**config.mk**
```make
export PLATFORM = sky130hd
export DESIGN_NAME = wb_periph_decoder
export DESIGN_NICKNAME = d
export VERILOG_FILES = /design/src/rtl/wb_periph_decoder_pkg.sv /design/src/rtl/wb_timeout_cnt.sv /design/src/rtl/wb_periph_decoder.sv
export SDC_FILE = /design/constraint.sdc
export NUM_CORES = 1
export LEC_CHECK = 0
export ABC_AREA = 1
export BUFFER_PORTS_ARGS = -buffer_cell sky130_fd_sc_hd__clkbuf_2
export CAP_MARGIN = 25
export CORE_MARGIN = 5
export CORE_UTILIZATION = 42
export DETAILED_ROUTE_END_ITERATION = 8
export PLACE_DENSITY_LB_ADDON = 0.12
export SYNTH_ARGS = -nofsm -noshare
export SYNTH_HDL_FRONTEND = slang
export SYNTH_SLANG_ARGS = --single-unit
```
**constraint.sdc**
```tcl
create_clock -name clk_i -period 1.3 [get_ports clk_i]
set_input_delay 0.195 -clock clk_i [delete_from_list [all_inputs] [get_ports clk_i]]
set_output_delay 0.195 -clock clk_i [all_outputs]
set_load 0.005 [all_outputs]
```
**src/rtl/wb_periph_decoder_pkg.sv**
```systemverilog
// -----------------------------------------------------------------------------
// wb_periph_decoder_pkg
// Shared definitions for the peripheral Wishbone decoder: decoder state
// encoding, error codes reported on err_code_o, and the peripheral decode
// constants that the bridge's address translation also uses.
// -----------------------------------------------------------------------------
package wb_periph_decoder_pkg;

   typedef enum logic [1:0] {
      ST_IDLE     = 2'd0,
      ST_ACTIVE   = 2'd1,
      ST_DONE     = 2'd2,
      ST_DONE_ERR = 2'd3
   } dec_state_e;

   localparam logic [1:0] ERR_NONE     = 2'b00;
   localparam logic [1:0] ERR_UNMAPPED = 2'b01;
   localparam logic [1:0] ERR_TIMEOUT  = 2'b10;

   // Decode field position inside the translated peripheral address
   localparam int DEC_LSB = 13;
   localparam int DEC_W   = 7;

   localparam logic [DEC_W-1:0] D_P_MATRIX_SEL = 7'h23;  // pin-mux, block 2 / sub 3
   localparam logic [DEC_W-1:0] DRIVE_I2CT_SEL = 7'h43;  // I2C target, block 4 / sub 3

endpackage

```
**src/rtl/wb_timeout_cnt.sv**
```systemverilog
// -----------------------------------------------------------------------------
// wb_timeout_cnt
// Saturating cycle counter used to bound how long a Wishbone slave may stall.
//   clk_i    : clock
//   rst_ni   : asynchronous active-low reset
//   start    : clears the count to 0 (takes priority over en)
//   en       : count this cycle
//   expired  : en is high and the count has reached TIMEOUT_CYC-1
// -----------------------------------------------------------------------------
module wb_timeout_cnt #(
   parameter int TIMEOUT_CYC = 255
) (
   input  logic clk_i,
   input  logic rst_ni,
   input  logic start,
   input  logic en,
   output logic expired
);

   localparam int CNT_W = $clog2(TIMEOUT_CYC + 1);
   localparam logic [CNT_W-1:0] LAST = CNT_W'(TIMEOUT_CYC - 1);
   localparam logic [CNT_W-1:0] SAT  = CNT_W'(TIMEOUT_CYC);

   logic [CNT_W-1:0] cnt;

   always_ff @(posedge clk_i or negedge rst_ni) begin
      if (!rst_ni) begin
         cnt <= '0;
      end else if (start) begin
         cnt <= '0;
      end else if (en && (cnt != SAT)) begin
         cnt <= cnt + CNT_W'(1);
      end
   end

   assign expired = en && (cnt >= LAST);

endmodule

```
**src/rtl/wb_periph_decoder.sv**
```systemverilog
// -----------------------------------------------------------------------------
// wb_periph_decoder
// Single-master Wishbone address decoder / response mux for the peripheral
// slaves. Routes one cycle at a time to the slave whose decode value matches
// addr[19:13], returns its data and ack, and terminates unmapped or stalled
// accesses with an error ack so the upstream bridge never deadlocks.
//   clk_i, rst_ni        : clock, asynchronous active-low reset
//   m_*                  : master-side Wishbone (ack/rdata registered)
//   s_addr/wdata/we/sel  : registered broadcast to all slaves
//   s_cyc_o, s_stb_o     : one-hot per-slave cycle/strobe
//   s_rdata_i, s_ack_i   : packed per-slave read data, per-slave ack
//   err_o, err_code_o    : sticky error flag and last error code
//   err_clr_i            : synchronous clear of the error flag/code
// -----------------------------------------------------------------------------
module wb_periph_decoder
   import wb_periph_decoder_pkg::*;
#(
   parameter int                         ADDR_W      = 32,
   parameter int                         DATA_W      = 32,
   parameter int                         N_SLV       = 2,
   parameter logic [N_SLV*DEC_W-1:0]     SLV_SEL     = {DRIVE_I2CT_SEL, D_P_MATRIX_SEL},
   parameter int                         TIMEOUT_CYC = 255,
   parameter logic [DATA_W-1:0]          ERR_DATA    = 32'hDEAD_BEEF
) (
   input  logic                    clk_i,
   input  logic                    rst_ni,
   input  logic [ADDR_W-1:0]       m_addr_i,
   input  logic [DATA_W-1:0]       m_wdata_i,
   input  logic                    m_we_i,
   input  logic [DATA_W/8-1:0]     m_sel_i,
   input  logic                    m_stb_i,
   input  logic                    m_cyc_i,
   output logic [DATA_W-1:0]       m_rdata_o,
   output logic                    m_ack_o,
   output logic [ADDR_W-1:0]       s_addr_o,
   output logic [DATA_W-1:0]       s_wdata_o,
   output logic                    s_we_o,
   output logic [DATA_W/8-1:0]     s_sel_o,
   output logic [N_SLV-1:0]        s_cyc_o,
   output logic [N_SLV-1:0]        s_stb_o,
   input  logic [N_SLV*DATA_W-1:0] s_rdata_i,
   input  logic [N_SLV-1:0]        s_ack_i,
   output logic                    err_o,
   output logic [1:0]              err_code_o,
   input  logic                    err_clr_i
);

   localparam int IDX_W = (N_SLV > 1) ? $clog2(N_SLV) : 1;

   dec_state_e         state, next_state;
   logic [IDX_W-1:0]   sel_idx, dec_idx;
   logic               dec_hit;
   logic               accept;
   logic               tmo_start, tmo_exp;
   logic               sel_ack;
   logic [DATA_W-1:0]  sel_rdata;
   logic               err_set;
   logic [1:0]         err_code_nxt;

   assign accept    = m_cyc_i & m_stb_i;
   assign sel_ack   = s_ack_i[sel_idx];
   assign sel_rdata = s_rdata_i[sel_idx*DATA_W +: DATA_W];

   // Descending scan so the lowest matching index is the one left standing
   always_comb begin
      dec_hit = 1'b0;
      dec_idx = '0;
      for (int k = N_SLV - 1; k >= 0; k--) begin
         if (m_addr_i[DEC_LSB +: DEC_W] == SLV_SEL[k*DEC_W +: DEC_W]) begin
            dec_hit = 1'b1;
            dec_idx = IDX_W'(k);
         end
      end
   end

   assign tmo_start = (state == ST_IDLE) && accept && dec_hit;

   wb_timeout_cnt #(
      .TIMEOUT_CYC (TIMEOUT_CYC)
   ) u_tmo (
      .clk_i   (clk_i),
      .rst_ni  (rst_ni),
      .start   (tmo_start),
      .en      (state == ST_ACTIVE),
      .expired (tmo_exp)
   );

   // State register
   always_ff @(posedge clk_i or negedge rst_ni) begin
      if (!rst_ni) state <= ST_IDLE;
      else         state <= next_state;
   end

   // Next-state logic. A master abort outranks the slave ack; the selected
   // slave's ack outranks a timeout landing on the same cycle.
   always_comb begin
      next_state = state;
      unique case (state)
         ST_IDLE: begin
            if (accept) next_state = dec_hit ? ST_ACTIVE : ST_DONE_ERR;
         end
         ST_ACTIVE: begin
            if (!m_cyc_i)     next_state = ST_IDLE;
            else if (sel_ack) next_state = ST_DONE;
            else if (tmo_exp) next_state = ST_DONE_ERR;
         end
         ST_DONE:     next_state = ST_IDLE;
         ST_DONE_ERR: next_state = ST_IDLE;
         default:     next_state = ST_IDLE;
      endcase
   end

   // Output logic: only the latched slave sees cyc/stb, and only while ACTIVE
   always_comb begin
      s_cyc_o = '0;
      if (state == ST_ACTIVE) s_cyc_o[sel_idx] = 1'b1;
   end
   assign s_stb_o = s_cyc_o;

   assign err_set      = (next_state == ST_DONE_ERR);
   assign err_code_nxt = (state == ST_IDLE) ? ERR_UNMAPPED : ERR_TIMEOUT;

   // Registered master response, broadcast capture and error status
   always_ff @(posedge clk_i or negedge rst_ni) begin
      if (!rst_ni) begin
         m_ack_o    <= 1'b0;
         m_rdata_o  <= '0;
         s_addr_o   <= '0;
         s_wdata_o  <= '0;
         s_we_o     <= 1'b0;
         s_sel_o    <= '0;
         sel_idx    <= '0;
         err_o      <= 1'b0;
         err_code_o <= ERR_NONE;
      end else begin
         m_ack_o <= (next_state == ST_DONE) || (next_state == ST_DONE_ERR);

         if ((state == ST_IDLE) && accept) begin
            s_addr_o  <= m_addr_i;
            s_wdata_o <= m_wdata_i;
            s_we_o    <= m_we_i;
            s_sel_o   <= m_sel_i;
            sel_idx   <= dec_idx;
         end

         if ((state == ST_ACTIVE) && (next_state == ST_DONE)) begin
            m_rdata_o <= sel_rdata;
         end else if (next_state == ST_DONE_ERR) begin
            m_rdata_o <= ERR_DATA;
         end

         // A new error in the same cycle as a clear request keeps the flag set
         if (err_set) begin
            err_o      <= 1'b1;
            err_code_o <= err_code_nxt;
         end else if (err_clr_i) begin
            err_o      <= 1'b0;
            err_code_o <= ERR_NONE;
         end
      end
   end

endmodule

```
==> results of run 1 <==
==> where the power goes <==
| part | switching, mW | internal (mW) | leakage (nW) | total [mW] |
|---|---|---|---|---|
| clock network | 1.61 | 3.44 | 0.322 | 5.05 |
| logic | 1.91 | 2.15 | 3.10 | 4.07 |
| registers | 0.609 | 4.43 | 1.38 | 5.04 |
| total | 4.13 | 10.0 | 4.80 | 14.2 |
==> routing by layer <==
layer / up-vias / global-route usage / routed length (um)
met2: 260 / 0.445 / 10000
met5: - / 0 / 0
li1: 2548 / - / -
met4: 0 / 0.0914 / 564
met3: 53 / 0.0786 / 1440
met1: 2594 / 0.293 / 7290
==> synth_stat cells (2+ instances only) <==
cell / count
ha_1: 2
a21oi_2: 20
buf_2: 11
nand2_2: 4
nand2_1: 251
inv_2: 4
a21oi_1: 15
mux2i_1: 24
xor2_1: 2
nor2_2: 21
clkbuf_1: 8
dfrtp_1: 116
nand4_1: 4
nor2_1: 14
o21ai_1: 2
a31o_2: 8
nand3_1: 7
nor3_1: 3
buf_12: 2
o22ai_1: 2
buf_4: 4
o21ai_0: 5
inv_1: 21
==> cell type report <==
cell class | instances | area [um^2] | area share
Sequential cell | 116 | 2910 | 0.314
Tap cell | 147 | 184 | 0.0199
Inverter | 25 | 104 | 0.0112
Clock buffer | 22 | 494 | 0.0533
Clock inverter | 9 | 149 | 0.0161
Timing Repair Buffer | 399 | 3150 | 0.340
Multi-Input combinational cell | 390 | 2280 | 0.246
==> flip-flops by register name, indices dropped and copies added (netlist names) <==
register,count
err_o,1
s_sel_o,4
m_rdata_o,32
s_we_o,1
u_tmo.cnt,8
sel_idx,1
err_code_o,2
s_addr_o,32
state,2
s_wdata_o,32
m_ack_o,1
==> cells by family after synthesis <==
kind of cell | Yosys count | synth area share
multiplexers | 24 | 0.0471
adder cells (fa/ha/maj) | 2 | 0.00490
XOR/XNOR | 3 | 0.00515
buffers and inverters | 51 | 0.0503
flip-flops | 116 | 0.569
AND/OR/NAND/NOR | 309 | 0.252
AO/OA/AOI/OAI | 52 | 0.0721
==> worst min-delay path: stages <==
cell and delay, ns:
clkbuf_2 0.09, inv_1 0.06, o21ai_0 0.08
==> worst max-delay path by stage <==
stage	startpoint	endpoint	slack (ns)	cells past startpoint
floorplan	u_tmo.cnt[0]	m_rdata_o[16]	-0.11	11
global placement	u_tmo.cnt[0]	m_rdata_o[31]	-0.15	11
detailed placement	state[1]	u_tmo.cnt[7]	-0.23	9
CTS	state[1]	s_cyc_o[1]	-0.21	5
global route	state[0]	m_rdata_o[16]	-0.33	11
finish	state[0]	m_rdata_o[22]	-0.31	8
==> per-stage QoR <==
stage | utilization | std cells | hold WS (ns)
global route | 0.775 | 1108 | 0.0872
CTS | 0.738 | 1087 | 0.0400
detailed placement | 0.575 | 969 | 0.141
global placement | 0.575 | 969 | 0.141
finish | 0.775 | 1108 | 0.0567
floorplan | - | 557 | -0.101
==> what timing repair did <==
action / CTS / global route
pin swaps: 17 / 14
endpoints found under the hold margin: 83 / 0
hold buffers: 65 / 0
setup endpoints to repair: 102 / 119
buffers inserted: 16 / 11
gates resized for setup: 84 / 37
gates cloned: 10 / 11
==> results.sh, run 1 <==
export IMPL_syn_area_um2=5100
export IMPL_leakage_nw=4.80
export IMPL_r2r_end="m_rdata_o[22]"
export IMPL_cp_required_ns=1.59
export IMPL_tightest_slew_ns=0.380
export IMPL_ant_nets=0
export IMPL_crit_path_max_incr_delay_ns=0.41
export IMPL_drv_cap=0
export IMPL_die_area_um2=14500
export IMPL_yosysSeqAreaShare=0.569
export IMPL_power_total_mw=14.2
export IMPL_cts_buffers=17
export IMPL_min_path_type="input pin to flip-flop"
export IMPL_critPathSlowestCell="dfrtp_1"
export IMPL_cp_data_arrival_time_ns=1.90
export IMPL_criticalPathCategory="flip-flop to flip-flop"
export IMPL_drt_iter0_drc=240
export IMPL_fmax_ghz=0.623
export IMPL_crit_path_start_kind="flip-flop"
export IMPL_via_count=5455
export IMPL_overflow=0
export IMPL_core_area_um2=12000
export IMPL_holdPathEnd="s_addr_o[18]"
export IMPL_power_density_nw_per_um2=1530
export IMPL_htreeDepth=4
export IMPL_final_common_cell="clkbuf_2"
export IMPL_hpwl_um=11200
export IMPL_dr_pass1_iters=5
export IMPL_finalSetupTns_ns=-22.15
export IMPL_grt_max_degree=31
export IMPL_rrSetupSlack_ns=-0.31
export IMPL_worstHoldStart="m_addr_i[18]"
export IMPL_hold_viol=0
export IMPL_area_growth_pct=81.5
export IMPL_final_max_slew_viol_count=0
export IMPL_syn_area_per_cell_um2=9.16
export IMPL_grt_pass1_wl_um=28900
export IMPL_peakVddDrop_mv=0.967
export IMPL_wl_um=19300
export IMPL_clock_sinks=116
export IMPL_syn_inst=557
export IMPL_cts_clk_slew_worst_paths_ns=0.05
export IMPL_drive_above_1_share=0.494
export IMPL_pre_cts_slack_ns=-0.227
export IMPL_crit_top_cell="buf_4"
export IMPL_synth_edf_count=0
export IMPL_finalInstanceArea_um2=9270
export IMPL_num_fill_cells=761
export IMPL_gp_congestion=0.811
export IMPL_grt_pass1_vias=5735
export IMPL_r2r_start="state[0]"
export IMPL_ios=249
export IMPL_finish_net_count=1091
export IMPL_ys_flop_type="dfrtp_1"
export IMPL_antenna_found_initial=0
export IMPL_synth_largest_area_cell="dfrtp_1"
export IMPL_synth_warnings=0
export IMPL_async_reset_ff_frac=1.00
export IMPL_final_cell_mix="247 x clkbuf_2, 237 x nand2_1, 113 x dfrtp_1"
export IMPL_fp_row_count=40
export IMPL_avgViaCountPerCell=4.92
export IMPL_fin_ws_ns=-0.306
export IMPL_period_minus_slack_ns=1.61
export IMPL_wire_per_inst_um=17.4
export IMPL_worstSkewPairLatency_ns=0.41
export IMPL_critical_path_buf_inv_count=3
export IMPL_fin_skew_ns=0.00848
export IMPL_hold_path_cell_count=3
export IMPL_failed_checks="negative setup slack"
export IMPL_synth_area_top_cells="dfrtp_1 57%, nand2_1 18%, mux2i_1 4.7%"
export IMPL_port_buffers=248
export IMPL_num_antenna_cells=0
export IMPL_grt_usage=0.254
export IMPL_finalCritPeriodShare=1.24
export IMPL_yosysTopAreaCellShare=0.569
export IMPL_dpl_instance_area_um2=6870
export IMPL_crit_family="buffers and inverters"
export IMPL_maxSlewHeadroom=0.746
export IMPL_root_buffer="clkbuf_16"
export IMPL_r2r_cells=8
export IMPL_critPathMaxFanout=5
export IMPL_end_kind="flip-flop"
export IMPL_synth_seq_cells=116
export IMPL_die_h_um=120
export IMPL_die_w_um=120
export IMPL_syn_nets=699
export IMPL_route_detailed_drc=0
export IMPL_initial_core_util=0.427
export IMPL_clock_path_buffers=2
export IMPL_cp_cell_sequence="buf_4 -> nor2_4 -> nand2_4 -> buf_4 -> nand3_2 -> buf_6 -> a21oi_1 -> a31o_4"
export IMPL_cts_tree="built"
export IMPL_setup_viol=119
export IMPL_rsz0062_at_grt="yes"
export IMPL_status="finished, violations left"
export IMPL_synth_cell_types=30
(Power assumes the default switching activity.)
==> inputs of run 2 (changes only) <==
--- a/config.mk
+++ b/config.mk
@@ -5,7 +5,6 @@
 export SDC_FILE = /design/constraint.sdc
 export NUM_CORES = 1
 export LEC_CHECK = 0
-export ABC_AREA = 1
 export BUFFER_PORTS_ARGS = -buffer_cell sky130_fd_sc_hd__clkbuf_2
 export CAP_MARGIN = 25
 export CORE_MARGIN = 5
==> results.sh, run 2 <==
export IMPL_status="finished, violations left"
export IMPL_failed_checks="negative setup slack"
export IMPL_syn_area_per_cell_um2=9.78
export IMPL_grt_pass1_vias=6143
export IMPL_clock_path_buffers=2
export IMPL_end_kind="output port"
export IMPL_cts_clk_slew_worst_paths_ns=0.05
export IMPL_route_detailed_drc=0
export IMPL_synth_largest_area_cell="dfrtp_1"
export IMPL_dr_pass1_iters=5
export IMPL_syn_nets=688
export IMPL_via_count=5915
export IMPL_reg_top3="m_rdata_o x32, s_addr_o x32, s_wdata_o x32"
export IMPL_fin_skew_ns=0.0111
export IMPL_critPathMaxFanout=4
export IMPL_core_area_um2=12500
export IMPL_cts_tree="built"
export IMPL_min_path_type="input pin to flip-flop"
export IMPL_port_buffers=248
export IMPL_die_area_um2=15100
export IMPL_critPathSlowestCell="dfrtp_1"
export IMPL_syn_inst=546
export IMPL_power_density_nw_per_um2=1560
export IMPL_fin_ws_ns=-0.321
export IMPL_fp_row_count=41
export IMPL_fmax_ghz=0.617
export IMPL_grt_max_degree=45
export IMPL_rrSetupSlack_ns=-0.31
export IMPL_async_reset_ff_frac=1.00
export IMPL_ios=249
export IMPL_htreeDepth=4
export IMPL_cts_buffers=17
export IMPL_leakage_nw=5.28
export IMPL_maxSlewHeadroom=0.661
export IMPL_wl_um=23400
export IMPL_cp_cell_sequence="buf_6 -> nand2b_4 -> buf_6 -> nor2_4 -> buf_2"
export IMPL_setup_viol=119
export IMPL_grt_pass1_wl_um=31400
export IMPL_final_max_slew_viol_count=0
export IMPL_dpl_cell_count=977
export IMPL_final_common_cell="clkbuf_2"
export IMPL_gp_congestion=0.820
export IMPL_synth_cell_types=40
export IMPL_drt_iter0_drc=411
export IMPL_cp_data_arrival_time_ns=1.43
export IMPL_crit_path_max_incr_delay_ns=0.42
export IMPL_antenna_found_initial=0
export IMPL_die_h_um=123
export IMPL_drv_cap=0
export IMPL_hold_viol=0
export IMPL_crit_path_start_kind="flip-flop"
export IMPL_peakVddDrop_mv=1.25
export IMPL_die_w_um=123
export IMPL_synth_commonest_cells="214 x nand2_1, 116 x dfrtp_1, 34 x mux2i_1"
export IMPL_cp_required_ns=1.11
export IMPL_yosysTopAreaCellShare=0.544
export IMPL_root_buffer="clkbuf_16"
export IMPL_yosysSeqAreaShare=0.544
export IMPL_grt_usage=0.274
export IMPL_fin_cells=1131
export IMPL_crit_top_cell="buf_6"
export IMPL_crit_path_start="state[1]"
export IMPL_wire_per_inst_um=20.7
export IMPL_tightest_slew_ns=0.509
export IMPL_clock_sinks=116
export IMPL_r2r_start="sel_idx"
export IMPL_synth_warnings=0
export IMPL_finalCritPeriodShare=1.25
export IMPL_synth_most_common_cell="nand2_1"
export IMPL_final_cell_mix="244 x clkbuf_2, 115 x dfrtp_1, 103 x nand2_2"
export IMPL_synth_seq_cells=116
export IMPL_initial_core_util=0.427
export IMPL_drive_above_1_share=0.629
export IMPL_overflow=0
export IMPL_finish_net_count=1087
export IMPL_worstSkewPairLatency_ns=0.42
export IMPL_synth_area_top_cells="dfrtp_1 54%, nand2_1 15%, mux2i_1 6.4%"
export IMPL_syn_area_um2=5340
export IMPL_ant_nets=0
export IMPL_criticalPathCategory="flip-flop to output port"
export IMPL_worstHoldStart="m_addr_i[16]"
export IMPL_rsz0062_at_grt="yes"
export IMPL_area_growth_pct=92.3
export IMPL_hpwl_um=11800
export IMPL_period_minus_slack_ns=1.62
export IMPL_synth_edf_count=0
export IMPL_avgViaCountPerCell=5.23
export IMPL_ys_flop_type="dfrtp_1"
export IMPL_power_total_mw=16.0
## run 2: changes by cell type after synthesis, sizes merged, moves of 10 or more
cell | before | now
a211oi | 0 | 28
a21oi | 35 | 3
buf | 17 | 27
inv | 25 | 2
mux2i | 24 | 34
nand2 | 257 | 215
nor2b | 0 | 25
## run 2: routing by layer
metal  vias up  global-route usage  share of wire
met2       272               0.492           0.53
met3        73              0.0756          0.071
met1      2964               0.305           0.36
met5         -                   0              0
met4         0               0.114          0.036
li1       2606                   -              -
## run 2: where the power goes
part           switching, mW  internal [mW]  total [mW]
Clock                   1.72           3.59        5.31
Sequential             0.760           4.50        5.26
Combinational           2.63           2.80        5.43
## run 2: worst paths after layout
kind	cells past startpoint	to
worst max-delay path	5	s_stb_o[0]
worst min-delay path	3	s_addr_o[16]
worst max register to register	4	m_rdata_o[5]
worst min register to register	2	s_addr_o[22]
max in group asynchronous	3	m_rdata_o[20]
min in group asynchronous	2	m_rdata_o[14]
## run 2: metrics by stage
step	setup TNS (ns)	instance area [um^2]	util	setup slack [ns]	hold slack (ns)
after floorplan	-6.35	5400	-	-0.198	-0.101
after global placement	-12.89	7060	0.564	-0.205	0.173
after detailed placement	-15.99	7060	0.564	-0.280	0.181
after CTS	-21.19	9440	0.754	-0.308	0.00226
after global routing	-31.26	10300	0.820	-0.389	0.0130
final	-25.85	10300	0.820	-0.321	0.0230
## run 2: critical path, delay by kind of cell (launching register included)
kind                   cells  cell delay, ns
AND/OR/NAND/NOR            2            0.20
buffers and inverters      3            0.38
flip-flops                 1            0.42
## run 2: timing repair
action                                 4_1_cts  5_1_grt
hold buffers                                67        0
setup endpoints to repair                  113      120
gates resized for setup                    140      194
gates cloned                                15       10
endpoints found under the hold margin       92        0
pin swaps                                  106      115
setup buffers                               23       15
## run 2: layout make-up
type,count,area (um^2)
diodes,1,2.50
fillers,710,2250
clock inverters,9,173
inverters,2,7.51
repair buffers,416,3310
flip-flops and latches,116,2900
well taps,172,215
multi-input cells,392,3170
clock buffers,23,488
## run 2: kinds of logic after synthesis
logic type                 after synthesis  share of synthesized area
xor gates and xnor gates                 6                    0.00984
muxes                                   34                     0.0637
buffers and inverters                   40                     0.0441
DFF                                    116                      0.544
and+or+nand+nor                        298                      0.238
adders and majority gates                2                    0.00469
AOI/OAI and AO/OA                       50                     0.0959
